$ cat config.mk
export PLATFORM = sky130hd
export DESIGN_NAME = rfphoenix_mcvec_issue
export DESIGN_NICKNAME = d
export VERILOG_FILES = /design/src/rtl/rfphoenix_mcvec_issue_pkg.sv /design/src/rtl/rfphoenix_mciss_wdog.sv /design/src/rtl/rfphoenix_mcvec_issue.sv
export SDC_FILE = /design/constraint.sdc
export NUM_CORES = 1
export LEC_CHECK = 0
export ABC_AREA = 1
export CORE_AREA = 2 2 663 665
export DETAILED_ROUTE_END_ITERATION = 16
export DIE_AREA = 0 0 665 667
export PLACE_DENSITY = 0.3
export SLEW_MARGIN = 20
export SYNTH_ARGS = -nofsm -noshare
export SYNTH_HDL_FRONTEND = slang
export SYNTH_SLANG_ARGS = --single-unit
$ cat constraint.sdc
create_clock -name clk -period 2 [get_ports clk]
set_input_delay 0.2 -clock clk [delete_from_list [all_inputs] [get_ports clk]]
set_output_delay 0.2 -clock clk [all_outputs]
set_load 0.05 [all_outputs]
$ cat src/rtl/rfphoenix_mcvec_issue_pkg.sv
// Shared types and constants for the multi-cycle vector ALU issue sequencer.
// Types are sized for a 4-lane, 32-bit-per-lane vector datapath.
package rfphoenix_mcvec_issue_pkg;

  localparam int NLANES = 4;

  typedef logic [31:0]             value_t;
  typedef logic [NLANES-1:0][31:0] vector_value_t;
  typedef logic [31:0]             instruction_t;
  typedef logic [3:0]              tid_t;

  typedef struct packed {
    tid_t          tid;
    logic [31:0]   pc;
    instruction_t  ir;
    vector_value_t res;
  } pipeline_reg_t;

  typedef enum logic [1:0] {
    IDLE = 2'd0,
    RUN  = 2'd1,
    HOLD = 2'd2
  } mciss_state_t;

  localparam int MCISS_RES_LAT = 10;
  localparam int MCISS_TMO     = 255;

  // The RUN counter must reach both the result latency and the watchdog limit.
  function automatic int mciss_cnt_w(input int res_lat, input int tmo);
    return $clog2(((res_lat > tmo) ? res_lat : tmo) + 1);
  endfunction

endpackage

$ cat src/rtl/rfphoenix_mciss_wdog.sv
// RUN-cycle watchdog: counts cycles since launch and flags when the limit is hit.
module rfphoenix_mciss_wdog #(
  parameter int CNT_W      = 9,
  parameter int TMO_CYCLES = 255
) (
  input  logic clk,
  input  logic rst,
  input  logic clr_i,
  input  logic run_i,
  output logic tmo_o
);

  logic [CNT_W-1:0] cnt_q;

  always_ff @(posedge clk) begin
    if (rst || clr_i) begin
      cnt_q <= '0;
    end else if (run_i && (cnt_q != {CNT_W{1'b1}})) begin
      cnt_q <= cnt_q + 1'b1;
    end
  end

  assign tmo_o = run_i && (cnt_q >= CNT_W'(TMO_CYCLES));

endmodule

$ cat src/rtl/rfphoenix_mcvec_issue.sv
// Launches one op at a time into the multi-cycle vector ALU and hands the result to writeback.
// Optional RUN watchdog enabled by defining RFPHOENIX_MCISS_TIMEOUT_EN.
module rfphoenix_mcvec_issue
  import rfphoenix_mcvec_issue_pkg::*;
#(
  parameter int RES_LAT    = MCISS_RES_LAT,
  parameter int TMO_CYCLES = MCISS_TMO
) (
  input  logic          clk,
  input  logic          rst,
  input  logic          req_valid,
  output logic          req_ready,
  input  instruction_t  ir_i,
  input  vector_value_t a_i,
  input  vector_value_t b_i,
  input  vector_value_t c_i,
  input  value_t        imm_i,
  input  pipeline_reg_t pr_i,
  input  tid_t          tid_i,
  output instruction_t  alu_ir,
  output vector_value_t alu_a,
  output vector_value_t alu_b,
  output vector_value_t alu_c,
  output value_t        alu_imm,
  output pipeline_reg_t alu_pr,
  input  logic          alu_done,
  input  pipeline_reg_t alu_o,
  output logic          wb_valid,
  input  logic          wb_ready,
  output pipeline_reg_t wb_o,
  output tid_t          wb_tid,
  output logic          busy,
  output logic          tmo_err
);

  localparam int               CNT_W   = mciss_cnt_w(RES_LAT, TMO_CYCLES);
  localparam logic [CNT_W-1:0] RES_THR = CNT_W'(RES_LAT - 1);

  mciss_state_t     state_q, state_d;
  logic [CNT_W-1:0] cnt_q;
  tid_t             tid_q, wb_tid_q;
  pipeline_reg_t    wb_q, alu_pr_q;
  instruction_t     alu_ir_q;
  vector_value_t    alu_a_q, alu_b_q, alu_c_q;
  value_t           alu_imm_q;
  logic             launch, capture, tmo_fire;

  assign req_ready = !rst && ((state_q == IDLE) || ((state_q == HOLD) && wb_ready));
  assign launch    = req_valid && req_ready;
  // alu_done may still be high from the previous op; only trust it after the minimum latency.
  assign capture   = (state_q == RUN) && (cnt_q >= RES_THR) && alu_done;

`ifdef RFPHOENIX_MCISS_TIMEOUT_EN
  logic          tmo_err_q;
  pipeline_reg_t tmo_rec;

  rfphoenix_mciss_wdog #(
    .CNT_W      (CNT_W),
    .TMO_CYCLES (TMO_CYCLES)
  ) u_wdog (
    .clk   (clk),
    .rst   (rst),
    .clr_i (launch),
    .run_i (state_q == RUN),
    .tmo_o (tmo_fire)
  );

  always_comb begin
    tmo_rec     = alu_pr_q;
    tmo_rec.res = '0;
  end

  always_ff @(posedge clk) begin
    if (rst) begin
      tmo_err_q <= 1'b0;
    end else if (tmo_fire && !capture) begin
      tmo_err_q <= 1'b1;
    end
  end

  assign tmo_err = tmo_err_q;
`else
  assign tmo_fire = 1'b0;
  assign tmo_err  = 1'b0;
`endif

  always_comb begin
    state_d = state_q;
    case (state_q)
      IDLE:    if (launch) state_d = RUN;
      RUN:     if (capture || tmo_fire) state_d = HOLD;
      HOLD:    if (wb_ready) state_d = launch ? RUN : IDLE;
      default: state_d = IDLE;
    endcase
  end

  always_ff @(posedge clk) begin
    if (rst) begin
      state_q   <= IDLE;
      cnt_q     <= '0;
      tid_q     <= '0;
      wb_tid_q  <= '0;
      wb_q      <= '0;
      alu_pr_q  <= '0;
      alu_ir_q  <= '0;
      alu_a_q   <= '0;
      alu_b_q   <= '0;
      alu_c_q   <= '0;
      alu_imm_q <= '0;
    end else begin
      state_q <= state_d;
      if (launch) begin
        alu_ir_q  <= ir_i;
        alu_a_q   <= a_i;
        alu_b_q   <= b_i;
        alu_c_q   <= c_i;
        alu_imm_q <= imm_i;
        alu_pr_q  <= pr_i;
        tid_q     <= tid_i;
        cnt_q     <= '0;
      end else if ((state_q == RUN) && (cnt_q != {CNT_W{1'b1}})) begin
        cnt_q <= cnt_q + 1'b1;
      end
      if (capture) begin
        wb_q     <= alu_o;
        wb_tid_q <= tid_q;
`ifdef RFPHOENIX_MCISS_TIMEOUT_EN
      end else if (tmo_fire) begin
        wb_q     <= tmo_rec;
        wb_tid_q <= tid_q;
`endif
      end
    end
  end

  assign alu_ir   = alu_ir_q;
  assign alu_a    = alu_a_q;
  assign alu_b    = alu_b_q;
  assign alu_c    = alu_c_q;
  assign alu_imm  = alu_imm_q;
  assign alu_pr   = alu_pr_q;
  assign wb_valid = (state_q == HOLD);
  assign wb_o     = wb_q;
  assign wb_tid   = wb_tid_q;
  assign busy     = (state_q != IDLE);

endmodule

==> metrics.md <==
| Metric | Value |
|---|---|
| Outcome | finished with violations |
| Failing checks | setup timing |
| F_max | ~470 MHz |
| Final WL | just under 300 mm |
| Worst slack, placed | -0.560 ns |
| Final Worst Setup Slack | -0.115 ns |
| Max Cap Viol | 0 |
| Synth warn | 0 |
| Final Critical Period | ~2.1 ns |
| P_leak | 28.5 nW |
| Initial antenna violation count | 167 |
| Worst slew margin | roughly 54% |
| Sink Count | about 860 |
| Worst Hold Class | in -> reg |
| Post-synthesis xor/xnor area fraction | less than 1% |
| Area leader, netlist | dfxtp_1 |
| Clock Power Share | roughly two fifths |
| Vias in the first global route | 39400 |
| Synthesized cell area | about 0.031 mm2 |
| Drt pass-1 iters | 7 |
| Worst Setup Start Kind | flop |
| Initial DRC Count | 2306 |
| Largest family of logic cells by synthesized area | simple AND/OR/NAND/NOR gates |
| GRT Overall Usage | between 10% and 20% |
| Critical path's slowest cell | dfxtp_2 |
| Mux contribution to synthesized area | 0% |
| Post-Synth Simple-Gate Area | between 30% and 40% |
| Crit. End Element | output port |
| CTS tree | yes |
| Power after layout | ~0.053 W |
| Area contributors post-synth | dfxtp_1 55%, nand2_1 18%, nand3_1 14%, nor2_1 4.9%, inv_1 2.6% |
| Sw Pwr | ~0.018 W |
| DRC viols | 0 |
| Initial core utilization | under 10% |
| Sw frac | about a third |
| TritonCTS buffer count | about 130 |
| Final worst-path cycle share | 106% |
| Post-DP HPWL | roughly 250 mm |
| Worst-Margin Slew | about 0.7 ns |
| Skew-Pair Late Insertion Delay | approximately 0.89 ns |
| Via density | between 3 and 4 |
| Post-synthesis sequential area ratio | around 55% |
| Adder-cell area share of the yosys netlist | less than 1% |
| CP Cell Sequence | inv_4 -> o21a_4 -> buf_16 -> buf_12 -> buf_12 |
| Worst ir drop on vdd | 0.678 mV |
| # setup viols final | 160 |
| Clock Path Buffers | 4 |
| Drt wl/cell | 23.6 um |
| Most common cell on crit path | buf_12 |
| Port Buffer Count | approximately 1700 |
| Final hold vios | 0 |
| Largest net degree at the start of global routing | roughly 110 |
| Congestion Overflow GR | 0 |
| Die height | between 600 and 700 um |
| Synth top area share | 54.7% |
| Avg Cell Area, Syn | roughly 7.5 um2 |
| Global-route wire length before repair | around 380 mm |
| Cell-internal power | between 0.03 and 0.04 W |
| Worst Skew | around 0.12 ns |
| Clock transition at path regs | approximately 0.060 ns |
| Cell Pwr Density | ~800 mW/mm2 |
| Cell Rows | 243 |
| Io pins | approximately 1700 |
| Vias | approximately 38000 |
| Clk root buf | clkbuf_16 |
| Crit. Startpoint | state_q[1] |
| Unrepaired setup endpoints after global routing | true |
| Setup CP Type | reg -> out |
| Library cells used by synthesis | 23 |
| Core area | 0.437 mm2 |
| Placer Congestion | between 0.9 and 1 |
| Design Area, Final | roughly 0.067 mm2 |
| Compound-Gate Fraction of Synth Area | less than 1% |
| Cells after Synth | between 4000 and 5000 |
| Die width | between 600 and 700 um |
| P&R area growth vs syn | 113% |
| Combinational power share | 23.5% |
| Post-DP Area | approximately 0.056 mm2 |
| Layout cells sized above 1 | 20.3% |
| Sequential Power Share | 35.3% |
| Die Area | ~0.44 mm2 |
| # H-tree levels | 3 |
| Required time worst endpoint | roughly 1.8 ns |
| CP Data Arrival Time | roughly 1.9 ns |
| Max FO, Critical Path | 4 |
| Max Slew Vio Count | 0 |
| Yosys reg bits | approximately 860 |
| Launch point of the worst reg-to-reg path | state_q[0] |
| Post-Synthesis Net Count | a little over 5000 |
| Crit path largest cell delay | between 0.3 and 0.4 ns |
| Final #Nets | 7476 |
| Hold path start | a_i[7] |
| Number of antenna-violating nets in the routed design | 0 |
-- power groups by stage --
stage                     Clock [W]  Combinational, W  Sequential, W
after CTS                    0.0231            0.0127         0.0188
after global routing         0.0235            0.0131         0.0189
after floorplan                   0           0.00188         0.0225
after detailed placement          0            0.0116         0.0192
after global placement            0            0.0116         0.0191
final                        0.0219            0.0125         0.0188
-- area by class of cell --
cell class,instances,area [um2]
Timing Repair Buffer,2606,25400
Tap cell,5757,7200
Antenna cell,68,170
Inverter,219,855
Fill cell,49800,370000
Clock buffer,181,3570
Sequential cell,858,17200
Multi-Input combinational cell,2814,12000
Clock inverter,40,382
-- synth_stat cells, drive strengths merged --
| library cell | n |
|---|---|
| a21oi | 10 |
| buf | 198 |
| clkbuf | 107 |
| conb | 1 |
| dfxtp | 858 |
| ha | 3 |
| inv | 219 |
| nand2 | 1522 |
| nand3 | 854 |
| nand3b | 1 |
| nand4 | 1 |
| nor2 | 412 |
| nor3 | 1 |
| o21a | 1 |
| o21ai | 5 |
| o21bai | 1 |
| xor2 | 2 |
-- kinds of logic (layout without fill, tap and decap cells) --
kind of cell / after synthesis / count (layout)
simple gates: 2791 / 2791
flops: 858 / 858
buf+inv: 524 / 3046
compound gates: 17 / 17
fa+ha+maj: 3 / 3
xor+xnor: 2 / 2
other cells: 1 / 69
-- final timing paths --
path	endpoint	slack (ns)	cells after the start
max reg2reg	alu_a[122]	-0.08	8
min reg2reg	alu_a[32]	0.44	2
min	alu_a[7]	0.09	3
max	req_ready	-0.11	5
-- worst max-delay path: cells and delay by family (launching register included) --
family | cells | cell delay [ns]
compound gates | 1 | 0.22
buf+inv | 4 | 0.44
flops | 1 | 0.35
-- metrics by stage --
stage | hold WS [ns] | TNS (ns) | util (%) | cells
6_report | 0.0899 | -2.63 | 15.3 | 12500
3_3_place_gp | 0.430 | -230.60 | 12.7 | 11600
3_5_place_dp | 0.431 | -240.38 | 12.7 | 11600
4_1_cts | 0.000489 | -34.29 | 15.2 | 12500
5_1_grt | 0.0376 | -58.22 | 15.3 | 12500
2_1_floorplan | 0.269 | 0 | - | 4196
-- layout by cell type (no fill, tap or decap), types with 26 or more instances in the layout --
cell type,count
nand2_1,1487
dlygate4sd3_1,617
clkdlybuf4s15_1,39
diode_2,68
clkdlybuf4s15_2,303
clkbuf_16,125
nand2_2,31
clkbuf_1,33
buf_12,56
dfxtp_1,845
inv_1,210
buf_4,681
dlygate4sd2_1,26
nand3_1,827
clkdlybuf4s50_1,847
nor2_1,403
-- flip-flops by register name, indices dropped and copies added (netlist names) --
signal / flops
alu_c: 128
wb_o: 196
state_q: 2
alu_b: 128
alu_a: 128
alu_ir: 32
alu_imm: 32
wb_tid: 4
cnt_q: 8
alu_pr: 196
tid_q: 4
-- routing by layer --
metal	wire (um)	vias up	GRT usage (%)
li1	-	18100	-
met1	119000	18100	14.7
met2	143000	1464	22.3
met3	24100	409	4.57
met4	8700	88	3.31
met5	568	-	0
-- repair_timing --
| item | in CTS | in global routing |
|---|---|---|
| hold buffers | 617 | 0 |
| endpoints found under the hold margin | 630 | 0 |
| gates cloned | 4 | 0 |
| endpoints found under the setup margin | 509 | 644 |
| gates resized for setup | 1205 | 24 |
| buffers inserted | 10 | 3 |
| pin swaps | 7 | 0 |
No activity file was read; power rests on OpenSTA's default activity.
